===== src/rtl/ram2_dot_engine_if.sv =====
// RAM read bus and result stream between the dot engine and its neighbours.
// The master side is the engine; the slave side is the RAM and result consumer.
interface ram2_dot_engine_if #(
  parameter int ADDR_WIDTH = 3,
  parameter int ROW_WIDTH  = 128
);
  logic [ADDR_WIDTH-1:0] ram_addr;
  logic                  ram_we;
  logic                  ram_oe;
  logic [ROW_WIDTH-1:0]  ram_rdata;
  logic                  out_valid;
  logic                  out_ready;
  logic [ADDR_WIDTH-1:0] out_idx;
  logic [15:0]           out_pred;
  logic [15:0]           out_err;

  modport master (
    output ram_addr, ram_we, ram_oe,
    input  ram_rdata,
    output out_valid, out_idx, out_pred, out_err,
    input  out_ready
  );

  modport slave (
    input  ram_addr, ram_we, ram_oe,
    output ram_rdata,
    input  out_valid, out_idx, out_pred, out_err,
    output out_ready
  );
endinterface


===== src/rtl/ram2_dot_engine.sv =====
// Dot-product sequencer: reads the weight row, then each data row, and streams
// out the Q8.8 prediction (w.x + b) and error (pred - y) per data point.
module ram2_dot_engine #(
  parameter int ADDR_WIDTH   = 3,
  parameter int MAX_FEATURES = 7,
  parameter int ROW_WIDTH    = 16*(MAX_FEATURES+1),
  parameter int DEPTH        = 7,
  parameter int FEAT_BITS    = 3
) (
  input  logic                  CLK,
  input  logic                  RST,
  input  logic                  start,
  input  logic [ADDR_WIDTH-1:0] num_points,
  input  logic [FEAT_BITS-1:0]  num_features,
  output logic                  busy,
  output logic                  done,
  ram2_dot_engine_if.master     bus
);

  localparam logic [ADDR_WIDTH-1:0] MAX_PTS = ADDR_WIDTH'(DEPTH-1);
  localparam logic [FEAT_BITS-1:0]  MAX_NF  = FEAT_BITS'(MAX_FEATURES);

  typedef enum logic [3:0] {
    S_IDLE, S_W_REQ, S_W_WAIT, S_W_CAP,
    S_R_REQ, S_R_WAIT, S_R_CAP, S_MAC,
    S_FIN, S_OUT, S_DONE
  } state_e;

  typedef logic [MAX_FEATURES:0][15:0] row_t;

  state_e                  state_q, state_d;
  logic [ADDR_WIDTH-1:0]   np_q, np_d;
  logic [FEAT_BITS-1:0]    nf_q, nf_d;
  row_t                    w_q, w_d;
  row_t                    r_q, r_d;
  logic signed [31:0]      acc_q, acc_d;
  logic [ADDR_WIDTH-1:0]   idx_q, idx_d;
  logic [FEAT_BITS-1:0]    k_q, k_d;
  logic [ADDR_WIDTH-1:0]   addr_q, addr_d;
  logic                    oe_q, oe_d;
  logic                    busy_q, busy_d;
  logic                    done_q, done_d;
  logic                    valid_q, valid_d;
  logic [15:0]             pred_q, pred_d;
  logic [15:0]             err_q, err_d;

  logic [ROW_WIDTH-1:0]    rdata;
  logic signed [15:0]      w_k, x_k, b_s, y_s;
  logic signed [31:0]      prod, acc_mac;
  logic [15:0]             pred_sat;
  logic [16:0]             diff;

  // Clamp a 32-bit accumulator into signed 16-bit range.
  function automatic logic [15:0] sat32(input logic signed [31:0] v);
    if (v > 32'sd32767)       return 16'h7FFF;
    else if (v < -32'sd32768) return 16'h8000;
    else                      return v[15:0];
  endfunction

  // Clamp a 17-bit two's-complement difference into signed 16-bit range.
  function automatic logic [15:0] sat17(input logic [16:0] v);
    if (v[16] != v[15]) return v[16] ? 16'h8000 : 16'h7FFF;
    else                return v[15:0];
  endfunction

  assign rdata = bus.ram_rdata;

  // Datapath: current MAC term, bias/target slots and final saturation.
  assign w_k      = w_q[k_q];
  assign x_k      = r_q[k_q];
  assign b_s      = w_q[MAX_FEATURES];
  assign y_s      = r_q[MAX_FEATURES];
  assign prod     = 32'(w_k) * 32'(x_k);
  assign acc_mac  = acc_q + (prod >>> 8);
  assign pred_sat = sat32(acc_q);
  assign diff     = {pred_sat[15], pred_sat} - {y_s[15], y_s};

  // Next-state and next-output logic for the pass sequencer.
  always_comb begin
    state_d = state_q;
    np_d    = np_q;
    nf_d    = nf_q;
    w_d     = w_q;
    r_d     = r_q;
    acc_d   = acc_q;
    idx_d   = idx_q;
    k_d     = k_q;
    addr_d  = addr_q;
    oe_d    = oe_q;
    busy_d  = busy_q;
    done_d  = done_q;
    valid_d = valid_q;
    pred_d  = pred_q;
    err_d   = err_q;
    case (state_q)
      S_IDLE: begin
        if (start) begin
          np_d    = (num_points > MAX_PTS) ? MAX_PTS : num_points;
          nf_d    = (num_features > MAX_NF) ? MAX_NF : num_features;
          addr_d  = '0;
          oe_d    = 1'b1;
          busy_d  = 1'b1;
          state_d = S_W_REQ;
        end
      end
      S_W_REQ:  state_d = S_W_WAIT;
      S_W_WAIT: state_d = S_W_CAP;
      S_W_CAP: begin
        w_d = rdata;
        if (np_q == '0) begin
          oe_d    = 1'b0;
          done_d  = 1'b1;
          state_d = S_DONE;
        end else begin
          idx_d   = ADDR_WIDTH'(1);
          addr_d  = ADDR_WIDTH'(1);
          state_d = S_R_REQ;
        end
      end
      S_R_REQ:  state_d = S_R_WAIT;
      S_R_WAIT: state_d = S_R_CAP;
      S_R_CAP: begin
        r_d     = rdata;
        acc_d   = {{16{b_s[15]}}, b_s};
        k_d     = '0;
        state_d = (nf_q != '0) ? S_MAC : S_FIN;
      end
      S_MAC: begin
        acc_d = acc_mac;
        k_d   = k_q + FEAT_BITS'(1);
        if (k_d == nf_q) state_d = S_FIN;
      end
      S_FIN: begin
        pred_d  = pred_sat;
        err_d   = sat17(diff);
        valid_d = 1'b1;
        state_d = S_OUT;
      end
      S_OUT: begin
        // Results stay frozen in their registers until the consumer takes them.
        if (bus.out_ready) begin
          valid_d = 1'b0;
          if (idx_q == np_q) begin
            oe_d    = 1'b0;
            done_d  = 1'b1;
            state_d = S_DONE;
          end else begin
            idx_d   = idx_q + ADDR_WIDTH'(1);
            addr_d  = idx_q + ADDR_WIDTH'(1);
            state_d = S_R_REQ;
          end
        end
      end
      S_DONE: begin
        done_d  = 1'b0;
        busy_d  = 1'b0;
        state_d = S_IDLE;
      end
      default: state_d = S_IDLE;
    endcase
  end

  // State and output registers; reset aborts any pass in flight.
  always_ff @(posedge CLK) begin
    if (RST) begin
      state_q <= S_IDLE;
      np_q    <= '0;
      nf_q    <= '0;
      w_q     <= '0;
      r_q     <= '0;
      acc_q   <= '0;
      idx_q   <= '0;
      k_q     <= '0;
      addr_q  <= '0;
      oe_q    <= 1'b0;
      busy_q  <= 1'b0;
      done_q  <= 1'b0;
      valid_q <= 1'b0;
      pred_q  <= '0;
      err_q   <= '0;
    end else begin
      state_q <= state_d;
      np_q    <= np_d;
      nf_q    <= nf_d;
      w_q     <= w_d;
      r_q     <= r_d;
      acc_q   <= acc_d;
      idx_q   <= idx_d;
      k_q     <= k_d;
      addr_q  <= addr_d;
      oe_q    <= oe_d;
      busy_q  <= busy_d;
      done_q  <= done_d;
      valid_q <= valid_d;
      pred_q  <= pred_d;
      err_q   <= err_d;
    end
  end

  assign busy          = busy_q;
  assign done          = done_q;
  assign bus.ram_addr  = addr_q;
  assign bus.ram_we    = 1'b0;
  assign bus.ram_oe    = oe_q;
  assign bus.out_valid = valid_q;
  assign bus.out_idx   = idx_q;
  assign bus.out_pred  = pred_q;
  assign bus.out_err   = err_q;

endmodule


===== src/flat_wrapper.sv =====
// flat-port wrapper written by rule: the top's interface ports become plain ports
module ram2_dot_engine_flat 
#(
  parameter int ADDR_WIDTH   = 3,
  parameter int MAX_FEATURES = 7,
  parameter int ROW_WIDTH    = 16*(MAX_FEATURES+1),
  parameter int DEPTH        = 7,
  parameter int FEAT_BITS    = 3
)
  (CLK, RST, start, num_points, num_features, busy, done, bus_ram_addr, bus_ram_we, bus_ram_oe, bus_ram_rdata, bus_out_valid, bus_out_idx, bus_out_pred, bus_out_err, bus_out_ready);
  ram2_dot_engine_if #(.ADDR_WIDTH(ADDR_WIDTH), .ROW_WIDTH(ROW_WIDTH)) bus_i ();
  input  logic CLK;
  input  logic RST;
  input  logic start;
  input  logic [ADDR_WIDTH-1:0] num_points;
  input  logic [FEAT_BITS-1:0] num_features;
  output logic busy;
  output logic done;
  output wire logic [$bits(bus_i.ram_addr)-1:0] bus_ram_addr;
  output wire logic [$bits(bus_i.ram_we)-1:0] bus_ram_we;
  output wire logic [$bits(bus_i.ram_oe)-1:0] bus_ram_oe;
  input wire logic [$bits(bus_i.ram_rdata)-1:0] bus_ram_rdata;
  output wire logic [$bits(bus_i.out_valid)-1:0] bus_out_valid;
  output wire logic [$bits(bus_i.out_idx)-1:0] bus_out_idx;
  output wire logic [$bits(bus_i.out_pred)-1:0] bus_out_pred;
  output wire logic [$bits(bus_i.out_err)-1:0] bus_out_err;
  input wire logic [$bits(bus_i.out_ready)-1:0] bus_out_ready;
  assign bus_ram_addr = bus_i.ram_addr;
  assign bus_ram_we = bus_i.ram_we;
  assign bus_ram_oe = bus_i.ram_oe;
  assign bus_i.ram_rdata = bus_ram_rdata;
  assign bus_out_valid = bus_i.out_valid;
  assign bus_out_idx = bus_i.out_idx;
  assign bus_out_pred = bus_i.out_pred;
  assign bus_out_err = bus_i.out_err;
  assign bus_i.out_ready = bus_out_ready;
  ram2_dot_engine #(.ADDR_WIDTH(ADDR_WIDTH), .MAX_FEATURES(MAX_FEATURES), .ROW_WIDTH(ROW_WIDTH), .DEPTH(DEPTH), .FEAT_BITS(FEAT_BITS)) u_core (.CLK(CLK), .RST(RST), .start(start), .num_points(num_points), .num_features(num_features), .busy(busy), .done(done), .bus(bus_i));
endmodule

===== config.mk =====
export PLATFORM = sky130hd
export DESIGN_NAME = ram2_dot_engine_flat
export DESIGN_NICKNAME = d
export VERILOG_FILES = /design/src/rtl/ram2_dot_engine_if.sv /design/src/rtl/ram2_dot_engine.sv /design/src/flat_wrapper.sv
export SDC_FILE = /design/constraint.sdc
export NUM_CORES = 2
export LEC_CHECK = 0
export CORE_UTILIZATION = 30
export CTS_CLUSTER_DIAMETER = 80
export DETAILED_ROUTE_END_ITERATION = 12
export PLACE_DENSITY_LB_ADDON = 0.15
export SLEW_MARGIN = 20
export SYNTH_ARGS = -nofsm -noshare
export SYNTH_HDL_FRONTEND = slang
export SYNTH_SLANG_ARGS = --single-unit

===== constraint.sdc =====
create_clock -name CLK -period 10.62 [get_ports CLK]
set_clock_uncertainty 0.1 [all_clocks]
set_input_delay 2.124 -clock CLK [delete_from_list [all_inputs] [get_ports CLK]]
set_output_delay 2.124 -clock CLK [all_outputs]
set_load 0.02 [all_outputs]

Word-level counts from Yosys, hierarchy flattened
Cells that the tools add are included.
- bits in registers: 343
- input port bits: 138
- output and inout bits: 43
- logic and storage cells: 113
- add/sub/neg operators: 4
- multipliers: 1
- magnitude comparators: 5
- eq/ne operators: 20
- mux-type cells: 37
- reductions and logical operators: 17
- operators with widths (cell ; count):
    $bmux W16 S3 ; 2
    $mux W16 ; 6
    $pmux W32 S2 ; 1
    $pmux W4 S10 ; 1
    $add A32 B24 Y32 ; 1
    $gt A32 B16 Y1 const B ; 1
    $lt A32 B16 Y1 const B ; 1
    $mul A16 B16 Y32 ; 1
    $mux W4 ; 6
    $mux W3 ; 6
    $sub A16 B16 Y17 ; 1
    $eq A4 B3 Y1 const B ; 4
    $eq A4 B4 Y1 const B ; 3
    $pmux W3 S2 ; 2
    $reduce_and A5 Y1 ; 2
    $pmux W3 S3 ; 1
    $reduce_bool A3 Y1 ; 3
    $eq A4 B2 Y1 const B ; 2
    $mux W1 ; 8
    $ne A2 B2 Y1 const B ; 4
    $reduce_and A4 Y1 ; 2
    $reduce_bool A2 Y1 ; 4
    $add A3 B1 Y3 const B ; 2
    $eq A3 B3 Y1 ; 2
    other kinds (11) ; 18

Depth between registers and ports, before layout
- depth in word-level cells: 6
- depth in mapped cells: 42
- mapped depth without buffers: 37

Worst setup path after synthesis
Ideal clock, no wire load.
- kind: register to register
- start point: register u_core.k_q[0]
- end point: register u_core.acc_q[31]
- library setup time: 0.070 ns
- arrival: 9.845 ns
- data required time: 10.450 ns
- slack: 0.605 ns
- stages on the path, launching flop included: 40
- path buffers: 5
- period minus slack after synthesis: 10.015 ns
- cells stage by stage: dfxtp_1 > buf_4 > buf_6 > buf_1 > mux4_2 > mux2i_1 > clkbuf_1 > nor2_1 > fa_1 > inv_1 > fa_1 > fa_1 > inv_1 > fa_1 > fa_1 > inv_1 > fa_1 > inv_1 > [4 not listed] > a2111oi_2 > nor4_1 > nor3_1 > o21bai_1 > a21oi_1 > xnor2_1 > ha_1 > clkbuf_1 > and4_1 > and2_1 > a221oi_1 > o2111ai_1 > a31oi_1 > o21bai_1 > nor3b_1 > a311oi_1 > xor3_1 > a21oi_1
- word-level cells in the longest chain between the ends: 5
- elaborated cells on any way between the ends: 7
- classes of those cells: add/sub: 1; mul: 1; mux: 5
- ends and longest elaborated chain (item ; RTL line ; text):
    start, declared ; ram2_dot_engine.sv:38 ; logic [FEAT_BITS-1:0] k_q, k_d;
    start signal, assigned ; ram2_dot_engine.sv:189 ; k_q <= k_d;
    $bmux W16 S3, on equally long branches ; ram2_dot_engine.sv:69, ram2_dot_engine.sv:70 ;
    $mux W16, on equally long branches ; ram2_dot_engine.sv:69, ram2_dot_engine.sv:70 ;
    $mul A16 B16 Y32 (*) ; ram2_dot_engine.sv:73 ; assign prod = 32'(w_k) * 32'(x_k);
    $add A32 B24 Y32 (*) ; ram2_dot_engine.sv:74 ; assign acc_mac = acc_q + (prod >>> 8);
    $pmux W32 S2 (*) ; ram2_dot_engine.sv:95 ; case (state_q)
    end signal, assigned ; ram2_dot_engine.sv:171 ; acc_q <= '0;
    end signal, assigned ; ram2_dot_engine.sv:187 ; acc_q <= acc_d;
    end, declared ; ram2_dot_engine.sv:36 ; logic signed [31:0] acc_q, acc_d;
Every way passes the cells marked *; elsewhere a longest branch is shown, timed or not. The select of a mux whose other input is x is not followed.
A chain may end at the register's enable or synchronous reset.

Worst setup path after layout
Ends and elaborated chain as after synthesis.

==> impl_metrics.toml <==
[status]
status = "complete, no violations"

[min_path]
hold_path_class = "flop to flop"
hp-start = "u_core.r_q[21]$_SDFFE_PP0N_"

[sta]
max_freq_mhz = 99.5
drv_slew = 0
setup_viol = 0
tightestPinTransition_ns = 1.05
hold_violations = 0
rsz0062_at_grt = "no"
fin_setup_tns_ns = 0
relSlewSlack_pct = 30.0
period_share_pct = 94.7
period_minus_slack_ns = 10.05

[clock_network]
tritoncts = "built"
clock_latency_ns = 0.59
cts_num_sinks = 343
cts_hold_buffers = 0
root_buffer = "clkbuf_16"
clk_pin_slew_worst_paths_ns = 0.06
cts-htree-levels = 2
numCtsBuffers = 40
cts_max_path_buffers = 3

[routing]
ant_nets = 0
routed_wirelength_mm = 87.2
drc = 0
first_iter_violations = 1380
drt_first_pass_iters = 6
wl_per_cell_um = 20.0
viasPerCell = 4.88
routed-via-count = 21300

[place]
gp_congestion = 0.886
numPortBuffers = 179
place_hpwl_mm = 66.7

[finish]
fin_nets = 3718
layout_common_cells = "nand2_1, dfxtp_1, a21oi_1"
layout_commonest_cell = "nand2_1"
area_delta_synth_final_pct = 18.7
fin_util_pct = 36.1
n_fill_cell = 9094
drive_above_1_share_pct = 8.42

[grt]
grt_pass1_vias = 21900
track_usage_pct = 20.2
grt_max_degree = 197
grt_pass1_wl_mm = 133
gr-total-overflow = 0
antenna_found_initial = 1

[die]
initial_utilization_pct = 30.4
core_um2 = 85400
core.rowCount = 107
io_pins = 181
dieWidth_um = 296
fp.dieH_um = 296
dieArea_um2 = 87800

[worst_setup_path]
cp_common_cell = "fa_1"
worstPathArrival_ns = 10.43
crit_type = "flop to flop"
cp-start-kind = "flop"
r2r_start = "u_core.k_q[0]$_SDFFE_PP0P_"
worst-path-buf-inv = 4
cpLargestDelayFamily = "adder cells"
end_kind = "flop"
cp-startpoint = "u_core.k_q[0]$_SDFFE_PP0P_"
cp.required_ns = 11.00
crit_fanout = 11
cp_slowest_stage_delay_ns = 0.61
crit_slowest_cell = "mux4_2"

[flow_run]
cap_violations = 0

[synthesis]
synth_top_cell_area_share_pct = 26.4
ys_seq_elements = 343
postSynth.asyncResetShare_pct = 0
ys_warn_count = 0
ys_top_cells_by_area = "dfxtp_1, fa_1, nand2_1, a21oi_1, ha_1"
syn_inst = 3027
synth_mux_area_share_pct = 8.43
synth_top_family_by_area = "adder cells"
synthSimpleGateAreaFrac_pct = 16.3
synth-edff-count = 0
ys.flop_type = "dfxtp_1"
synth_area_um2 = 26000
synthAdderAreaFrac_pct = 27.0
synth.avg_cell_area_um2 = 8.58
synthXorXnorAreaFrac_pct = 2.69
synthDistinctLibCells = 72
synth_top_cell_by_area = "dfxtp_1"
seq_area_frac_synth_pct = 26.4
synth_fp_nets = 3557
synth_compound_area_share_pct = 11.9

[power]
ir_drop_mv = 0.0970
power_density_nw_per_um2 = 98.9
static-leakage-power_nw = 12.5
-- power by group --
part | leakage (nW) | total, W | internal (W) | switching, W
logic | 9.07 | 0.000297 | 0.000128 | 0.000169
registers | 2.77 | 0.00133 | 0.00131 | 0.0000221
clock network | 0.661 | 0.00142 | 0.000833 | 0.000589
total | 12.5 | 0.00305 | 0.00227 | 0.000780
-- path summary, 6_finish.rpt --
kind / to / slack [ns] / cells past startpoint
worst max-delay path: u_core.acc_q[31]$_SDFFE_PP0P_ / 0.57 / 34
worst min register to register: u_core.r_q[21]$_SDFFE_PP0N_ / 0.35 / 2
worst max register to register: u_core.acc_q[31]$_SDFFE_PP0P_ / 0.57 / 34
worst min-delay path: u_core.r_q[21]$_SDFFE_PP0N_ / 0.35 / 2
-- final cells by class --
| cell class | instances | area (um^2) | area share [%] |
|---|---|---|---|
| timing repair buffer | 275 | 2620 | 8.50 |
| inverter | 337 | 1260 | 4.10 |
| antenna | 1 | 2.50 | 0.00812 |
| sequential | 343 | 6880 | 22.3 |
| multi-input combinational | 2191 | 17300 | 56.1 |
| tap | 1144 | 1430 | 4.64 |
| clock buffer | 59 | 1150 | 3.74 |
| clock inverter | 13 | 190 | 0.617 |
-- cell usage after synthesis, drive strengths merged (13+ instances only) --
cell      n
nand2   673
dfxtp   343
a21oi   339
inv     336
fa      263
nor2    233
clkbuf  137
ha      129
mux4     64
xnor2    52
mux2i    49
o21ai    34
o21a     30
nor3     26
nand3    25
xor2     25
a21o     23
mux2     23
a211oi   22
buf      19
nand2b   16
o21bai   15
maj3     14
a222oi   13
and2     13
-- state kept, by name, indices dropped and copies added (netlist names), 3 cells and up --
signal / count
u_core.r_q: 112
u_core.b_s: 16
u_core.bus.out_pred: 16
u_core.bus.out_idx: 3
u_core.w_q: 112
u_core.bus.out_err: 16
u_core.bus.ram_addr: 3
u_core.k_q: 3
u_core.acc_q: 32
u_core.np_q: 3
u_core.y_s: 16
u_core.state_q: 4
u_core.nf_q: 3
-- repair_timing --
action                                  in CTS  in global routing
buffers inserted                             0                 12
endpoints found under the setup margin       0                  5
resized for setup                            0                  3
-- routing by layer --
layer | vias up | track usage [%] | share of wire [%]
met5 | - | 0 | 0.015
met4 | 2 | 6.21 | 3.0
met3 | 112 | 2.38 | 3.8
met2 | 419 | 34.4 | 49
met1 | 10600 | 26.7 | 45
li1 | 10200 | - | -
-- per-stage QoR --
step	power, W	instance area (um^2)	hold slack, ns	worst slack (ns)	cells
detailed placement	0.00166	29400	0.345	0.291	4278
floorplan	0.00151	26000	0.333	0.605	3027
global route	0.00317	30800	0.365	0.0561	4362
global placement	0.00166	29400	0.341	0.442	4278
finish	0.00305	30800	0.353	0.567	4363
CTS	0.00309	30700	0.354	0.215	4350
-- worst min-delay path, stage by stage (launching register included) --
cell	delay, ns
dfxtp_1	0.31
nand2_1	0.05
a21oi_1	0.05
-- logic make-up after synthesis --
logic type / Yosys count
other: 1
AOI/OAI and AO/OA: 524
adders and majority gates: 406
muxes: 136
and+or+nand+nor: 1046
xor gates and xnor gates: 78
DFF: 343
buffers and inverters: 493
No activity file was read; power rests on OpenSTA's default activity.
